## src/rtl/trace_sequencer.sv

```systemverilog
// Sequences a loadable table of target trace patterns, credits the first player whose
// traced bitmap covers the current target, and advances on a match, an empty target or a timeout.
module trace_sequencer #(
  parameter int PATTERN_W      = 16,
  parameter int NUM_TRACES     = 30,
  parameter int NUM_PLAYERS    = 2,
  parameter int TIMEOUT_CYCLES = 0,
  parameter int IDX_W          = $clog2(NUM_TRACES),
  parameter int SCORE_W        = $clog2(NUM_TRACES + 1)
) (
  input  logic                             clk,
  input  logic                             resetn,
  input  logic                             start,
  input  logic                             trace_screen_on,
  input  logic [NUM_PLAYERS-1:0]           player_en,
  input  logic [NUM_PLAYERS*PATTERN_W-1:0] traced_bus,
  input  logic                             load_we,
  input  logic [IDX_W-1:0]                 load_addr,
  input  logic [PATTERN_W-1:0]             load_data,
  output logic [PATTERN_W-1:0]             trace_to_display,
  output logic [PATTERN_W-1:0]             previous_trace_displayed,
  output logic [IDX_W-1:0]                 trace_count,
  output logic                             match_valid,
  output logic [2:0]                       match_player,
  output logic [NUM_PLAYERS*SCORE_W-1:0]   score_bus,
  output logic [SCORE_W-1:0]               miss_count,
  output logic                             busy,
  output logic                             end_game
);

  localparam logic [1:0] S_IDLE = 2'd0;
  localparam logic [1:0] S_SHOW = 2'd1;
  localparam logic [1:0] S_DONE = 2'd2;

  localparam int TMR_W = (TIMEOUT_CYCLES > 2) ? $clog2(TIMEOUT_CYCLES) : 1;
  localparam logic [TMR_W-1:0] TMR_LAST = (TIMEOUT_CYCLES > 0) ? TMR_W'(TIMEOUT_CYCLES - 1) : '0;
  localparam logic [IDX_W-1:0] LAST_IDX = IDX_W'(NUM_TRACES - 1);

  function automatic logic [SCORE_W-1:0] sat_inc(input logic [SCORE_W-1:0] v);
    return (&v) ? v : v + 1'b1;
  endfunction

  logic [PATTERN_W-1:0] tbl_q [NUM_TRACES];

  logic [1:0]                           state_q, state_d;
  logic [IDX_W-1:0]                     count_q, count_d;
  logic [PATTERN_W-1:0]                 disp_q, disp_d;
  logic [PATTERN_W-1:0]                 prev_q, prev_d;
  logic [NUM_PLAYERS-1:0][SCORE_W-1:0]  score_q, score_d;
  logic [SCORE_W-1:0]                   miss_q, miss_d;
  logic [TMR_W-1:0]                     timer_q, timer_d;
  logic                                 mv_q, mv_d;
  logic [2:0]                           mp_q, mp_d;

  logic [NUM_PLAYERS-1:0] credit;
  logic                   hit;
  logic [2:0]             hit_p;
  logic [IDX_W-1:0]       nxt_idx;
  logic                   retire;

  // The table has no reset so a loaded game survives a mid-game reset.
  always_ff @(posedge clk) begin
    if (state_q == S_IDLE && load_we && (32'(load_addr) < NUM_TRACES))
      tbl_q[load_addr] <= load_data;
  end

  // Descending scan so the lowest-index matching player ends up credited.
  always_comb begin
    credit = '0;
    hit    = 1'b0;
    hit_p  = '0;
    for (int p = NUM_PLAYERS - 1; p >= 0; p--) begin
      if (player_en[p] &&
          ((traced_bus[p*PATTERN_W +: PATTERN_W] & disp_q) == disp_q)) begin
        credit    = '0;
        credit[p] = 1'b1;
        hit       = 1'b1;
        hit_p     = 3'(p);
      end
    end
  end

  assign nxt_idx = count_q + 1'b1;

  always_comb begin
    state_d = state_q;
    count_d = count_q;
    disp_d  = disp_q;
    prev_d  = prev_q;
    score_d = score_q;
    miss_d  = miss_q;
    timer_d = timer_q;
    mv_d    = 1'b0;
    mp_d    = mp_q;
    retire  = 1'b0;

    // A write in the same IDLE cycle takes precedence over start.
    if (start && !(state_q == S_IDLE && load_we)) begin
      state_d = S_SHOW;
      count_d = '0;
      disp_d  = tbl_q[0];
      prev_d  = '0;
      score_d = '0;
      miss_d  = '0;
      timer_d = '0;
    end else if (state_q == S_SHOW && trace_screen_on) begin
      // An all-zero target would match anyone, so it is dropped without credit.
      if (disp_q == '0) begin
        retire = 1'b1;
      end else if (hit) begin
        retire = 1'b1;
        mv_d   = 1'b1;
        mp_d   = hit_p;
        for (int p = 0; p < NUM_PLAYERS; p++)
          if (credit[p]) score_d[p] = sat_inc(score_q[p]);
      end else if (TIMEOUT_CYCLES != 0 && timer_q == TMR_LAST) begin
        retire = 1'b1;
        miss_d = sat_inc(miss_q);
      end else begin
        timer_d = timer_q + 1'b1;
      end

      if (retire) begin
        prev_d  = disp_q;
        timer_d = '0;
        if (count_q == LAST_IDX) begin
          state_d = S_DONE;
        end else begin
          count_d = nxt_idx;
          disp_d  = tbl_q[nxt_idx];
        end
      end
    end
  end

  always_ff @(posedge clk or negedge resetn) begin
    if (!resetn) begin
      state_q <= S_IDLE;
      count_q <= '0;
      disp_q  <= '0;
      prev_q  <= '0;
      score_q <= '0;
      miss_q  <= '0;
      timer_q <= '0;
      mv_q    <= 1'b0;
      mp_q    <= '0;
    end else begin
      state_q <= state_d;
      count_q <= count_d;
      disp_q  <= disp_d;
      prev_q  <= prev_d;
      score_q <= score_d;
      miss_q  <= miss_d;
      timer_q <= timer_d;
      mv_q    <= mv_d;
      mp_q    <= mp_d;
    end
  end

  assign trace_to_display         = disp_q;
  assign previous_trace_displayed = prev_q;
  assign trace_count              = count_q;
  assign match_valid              = mv_q;
  assign match_player             = mp_q;
  assign score_bus                = score_q;
  assign miss_count               = miss_q;
  assign busy                     = (state_q == S_SHOW);
  assign end_game                 = (state_q == S_DONE);

endmodule
```

## config.mk

```make
export PLATFORM = sky130hd
export DESIGN_NAME = trace_sequencer
export DESIGN_NICKNAME = d
export VERILOG_FILES = /design/src/rtl/trace_sequencer.sv
export SDC_FILE = /design/constraint.sdc
export NUM_CORES = 1
export LEC_CHECK = 0
export ABC_AREA = 1
export ABC_CLOCK_PERIOD_IN_PS = 2450
export BUFFER_PORTS_ARGS = -buffer_cell sky130_fd_sc_hd__buf_2
export CAP_MARGIN = 10
export CORE_AREA = 2 2 194 196
export CTS_BUF_LIST = sky130_fd_sc_hd__clkbuf_4
export DETAILED_ROUTE_END_ITERATION = 10
export DIE_AREA = 0 0 196 198
export HOLD_SLACK_MARGIN = 0.1
export PLACE_DENSITY_LB_ADDON = 0.3
export SYNTH_ARGS = -nofsm -noshare
export SYNTH_HDL_FRONTEND = slang
export SYNTH_SLANG_ARGS = --single-unit
```

## constraint.sdc

```tcl
create_clock -name clk -period 2.45 [get_ports clk]
set_input_delay 0.735 -clock clk [delete_from_list [all_inputs] [get_ports clk]]
set_output_delay 0.735 -clock clk [all_outputs]
set_load 0.01 [all_outputs]
```

==> impl_metrics.sql <==
INSERT INTO impl_metrics (metric_group, metric, value, unit) VALUES
('sta', 'hold_slack', '0.395', 'ns'),
('power_and_ir_drop', 'worst_ir_drop_vdd', '798', 'µV'),
('flow_run', 'cap_violations', '0', ''),
('global_route', 'first_global_vias', '16300', ''),
('detailed_routing', 'postRouteAntennaNets', '0', ''),
('setup_path', 'worstPathCellList', 'inv_2 -> nor2_1 -> buf_2', ''),
('power_and_ir_drop', 'p_leak', '10.7', 'nW'),
('power_and_ir_drop', 'power_switching', '11.6', 'mW'),
('cts', 'cts_root_buffer', 'clkbuf_4', ''),
('status', 'outcome', 'completed', ''),
('power_and_ir_drop', 'p_per_area', '1130', 'nW/µm²'),
('finish', 'finalCoreUtilization', '0.706', ''),
('setup_path', 'endpoint_kind', 'output pin', ''),
('setup_path', 'crit_path_start_kind', 'flop', ''),
('placement', 'postPlaceCellArea', '24300', 'µm²'),
('detailed_routing', 'remaining_drc_errors', '0', ''),
('finish', 'fillers', '2620', ''),
('placement', 'portBuffers', '110', ''),
('logic_synthesis', 'post_synth_num_cell_types', '38', ''),
('power_and_ir_drop', 'power.internal', '17.9', 'mW'),
('floorplan', 'chipHeight', '198', 'µm'),
('logic_synthesis', 'synth_top_flop_cell', 'edfxtp_1', ''),
('cts', 'clkSlewWorstSetupHoldPaths', '0.06', 'ns'),
('finish', 'mostFrequentLayoutCell', 'nand2_1', ''),
('floorplan', 'die_area', '38800', 'µm²'),
('logic_synthesis', 'number_of_flops_mapped_to_enable_cells_by_yosys', '480', ''),
('sta', 'timing_max_transition_violations_final', '0', ''),
('detailed_routing', 'detail_route.first_pass.iterations', '6', ''),
('cts', 'numClockSinks', '531', ''),
('sta', 'relSlewSlack', '0.476', ''),
('finish', 'final_cell_mix', 'nand2_1, edfxtp_1, nand3_1', ''),
('setup_path', 'cp.arrival', '1.59', 'ns'),
('cts', 'cts_buffer_depth', '3', ''),
('logic_synthesis', 'synth_area', '22800', 'µm²'),
('min_path', 'hold_class', 'in -> reg', ''),
('placement', 'pre_cts_ws', '0.0757', 'ns'),
('floorplan', 'boundaryPins', '118', ''),
('sta', 'maximum_operating_frequency', '430', 'MHz'),
('sta', 'skew', '0.0732', 'ns'),
('placement', 'gp_routability_congestion', '0.891', ''),
('global_route', 'grt.total_usage', '0.301', ''),
('finish', 'layout.area.seq', '15700', 'µm²'),
('detailed_routing', 'detailroute.via_count', '16700', ''),
('detailed_routing', 'postRouteWirelength', '58.3', 'mm'),
('sta', 'finalCritPeriodShare', '0.949', ''),
('cts', 'cts.repair_timing.setup_buffer_count', '0', ''),
('power_and_ir_drop', 'power.clock.fraction', '0.261', ''),
('logic_synthesis', 'synth_async_sr_flop_share', '0.0960', ''),
('sta', 'setup_slack', '0.124', 'ns'),
('floorplan', 'placementRows', '71', ''),
('finish', 'stdcell_area', '26100', 'µm²'),
('floorplan', 'initial_core_util', '0.616', ''),
('cts', 'tritoncts', 'done', ''),
('floorplan', 'fp.coreArea', '37000', 'µm²'),
('finish', 'finalNetCount', '2414', ''),
('power_and_ir_drop', 'comb_power_share', '0.379', ''),
('logic_synthesis', 'sequential_fraction_of_the_synthesis_area', '0.689', ''),
('sta', 'timing.final.hold_violations', '0', ''),
('sta', 'min_period', '2.33', 'ns'),
('logic_synthesis', 'synthesis.area_per_instance', '10.7', 'µm²'),
('power_and_ir_drop', 'power', '29.5', 'mW'),
('floorplan', 'die_w', '196', 'µm'),
('logic_synthesis', 'register_bit_count_reported_by_yosys', '531', ''),
('finish', 'drive_gt1_frac', '0.184', ''),
('sta', 'grt_setup_unrepaired', 'no', ''),
('placement', 'numPlacedInstances', '2685', ''),
('setup_path', 'critical_path_required', '1.71', 'ns'),
('global_route', 'grt_antenna_before_repair', '4', ''),
('power_and_ir_drop', 'switching_share', '0.394', ''),
('placement', 'place_hpwl', '35.6', 'mm'),
('cts', 'clk-insertion-delay-late', '0.86', 'ns');
cells in the mapped netlist (all sizes together) (2+ instances only):
library cell	count	area, µm²
a21oi	40	204
and3	2	12.5
buf	105	714
clkbuf	13	48.8
dfrtp	51	1280
edfxtp	480	14400
ha	6	75.1
inv	116	440
nand2	833	3140
nand3	250	1270
nand4	5	31.3
nor2	105	407
nor3	11	55.1
o211ai	24	180
o21ai	86	430
or2	2	12.5
xor2	2	36.3
registers in the layout, indices dropped and copies added (netlist names):
signal                    cells
score_bus                    10
tbl_q                       480
state_q                       2
previous_trace_displayed     16
trace_count                   5
match_valid                   1
match_player                  1
trace_to_display             16
cells by family (layout without fill, tap and decap cells):
family                     count (synthesis)  count (layout)  share of synthesized area
AOI/OAI and AO/OA                        153             153                     0.0367
xor gates and xnor gates                   3               3                    0.00198
adders and majority gates                  6               6                    0.00330
buffers and inverters                    234             544                     0.0528
DFF                                      531             531                      0.689
other                                      1               8                   0.000165
and+or+nand+nor                         1208            1208                      0.216
worst max-delay path: cells and delay by family, from the launching register on:
family	cells	cell delay, ns
buf+inv	2	0.24
flops	1	0.37
simple gates	1	0.18
path summary, 6_finish.rpt:
| path | startpoint | end | slack, ns | depth (start not counted) |
|---|---|---|---|---|
| min | start | score_bus[5] | 0.40 | 5 |
| max | state_q[0] | busy | 0.12 | 3 |
| min reg2reg | previous_trace_displayed[13] | previous_trace_displayed[13] | 0.48 | 2 |
| max reg2reg | trace_count[0] | trace_to_display[8] | 0.16 | 10 |
| min in group asynchronous | resetn | score_bus[9] | 0.45 | 2 |
| max in group asynchronous | resetn | trace_to_display[8] | 1.44 | 3 |
cell type report:
type	instances	share of cell area
multi-input combinational	1377	0.230
tap	474	0.0227
clock buffer	201	0.0578
timing repair buffer	189	0.0604
inverter	116	0.0172
antenna	1	0.0000959
sequential	531	0.601
clock inverter	38	0.0105
what timing repair did:
item | 4_1_cts | 5_1_grt
gates resized for setup | 0 | 1
hold buffers | 1 | 0
hold endpoints to repair | 20 | 0
setup endpoints to repair | 0 | 1
layer usage:
| metal | GRT usage | vias up | share of wire | wire length [µm] |
|---|---|---|---|---|
| met5 | 0 | - | 0.00062 | 36 |
| met4 | 0.149 | 6 | 0.037 | 2160 |
| met3 | 0.0675 | 159 | 0.098 | 5700 |
| met2 | 0.492 | 1023 | 0.48 | 28100 |
| met1 | 0.386 | 7860 | 0.38 | 22300 |
| li1 | - | 7701 | - | - |
power by group through the flow:
stage / Clock, mW / Combinational [mW] / Sequential [mW]
2_1_floorplan: 0 / 7.22 / 10.8
3_3_place_gp: 0 / 10.6 / 10.8
3_5_place_dp: 0 / 10.8 / 10.8
4_1_cts: 7.82 / 10.9 / 10.6
5_1_grt: 8.27 / 12.2 / 10.7
6_report: 7.68 / 11.2 / 10.6
Power figures use the tool's default switching activity.
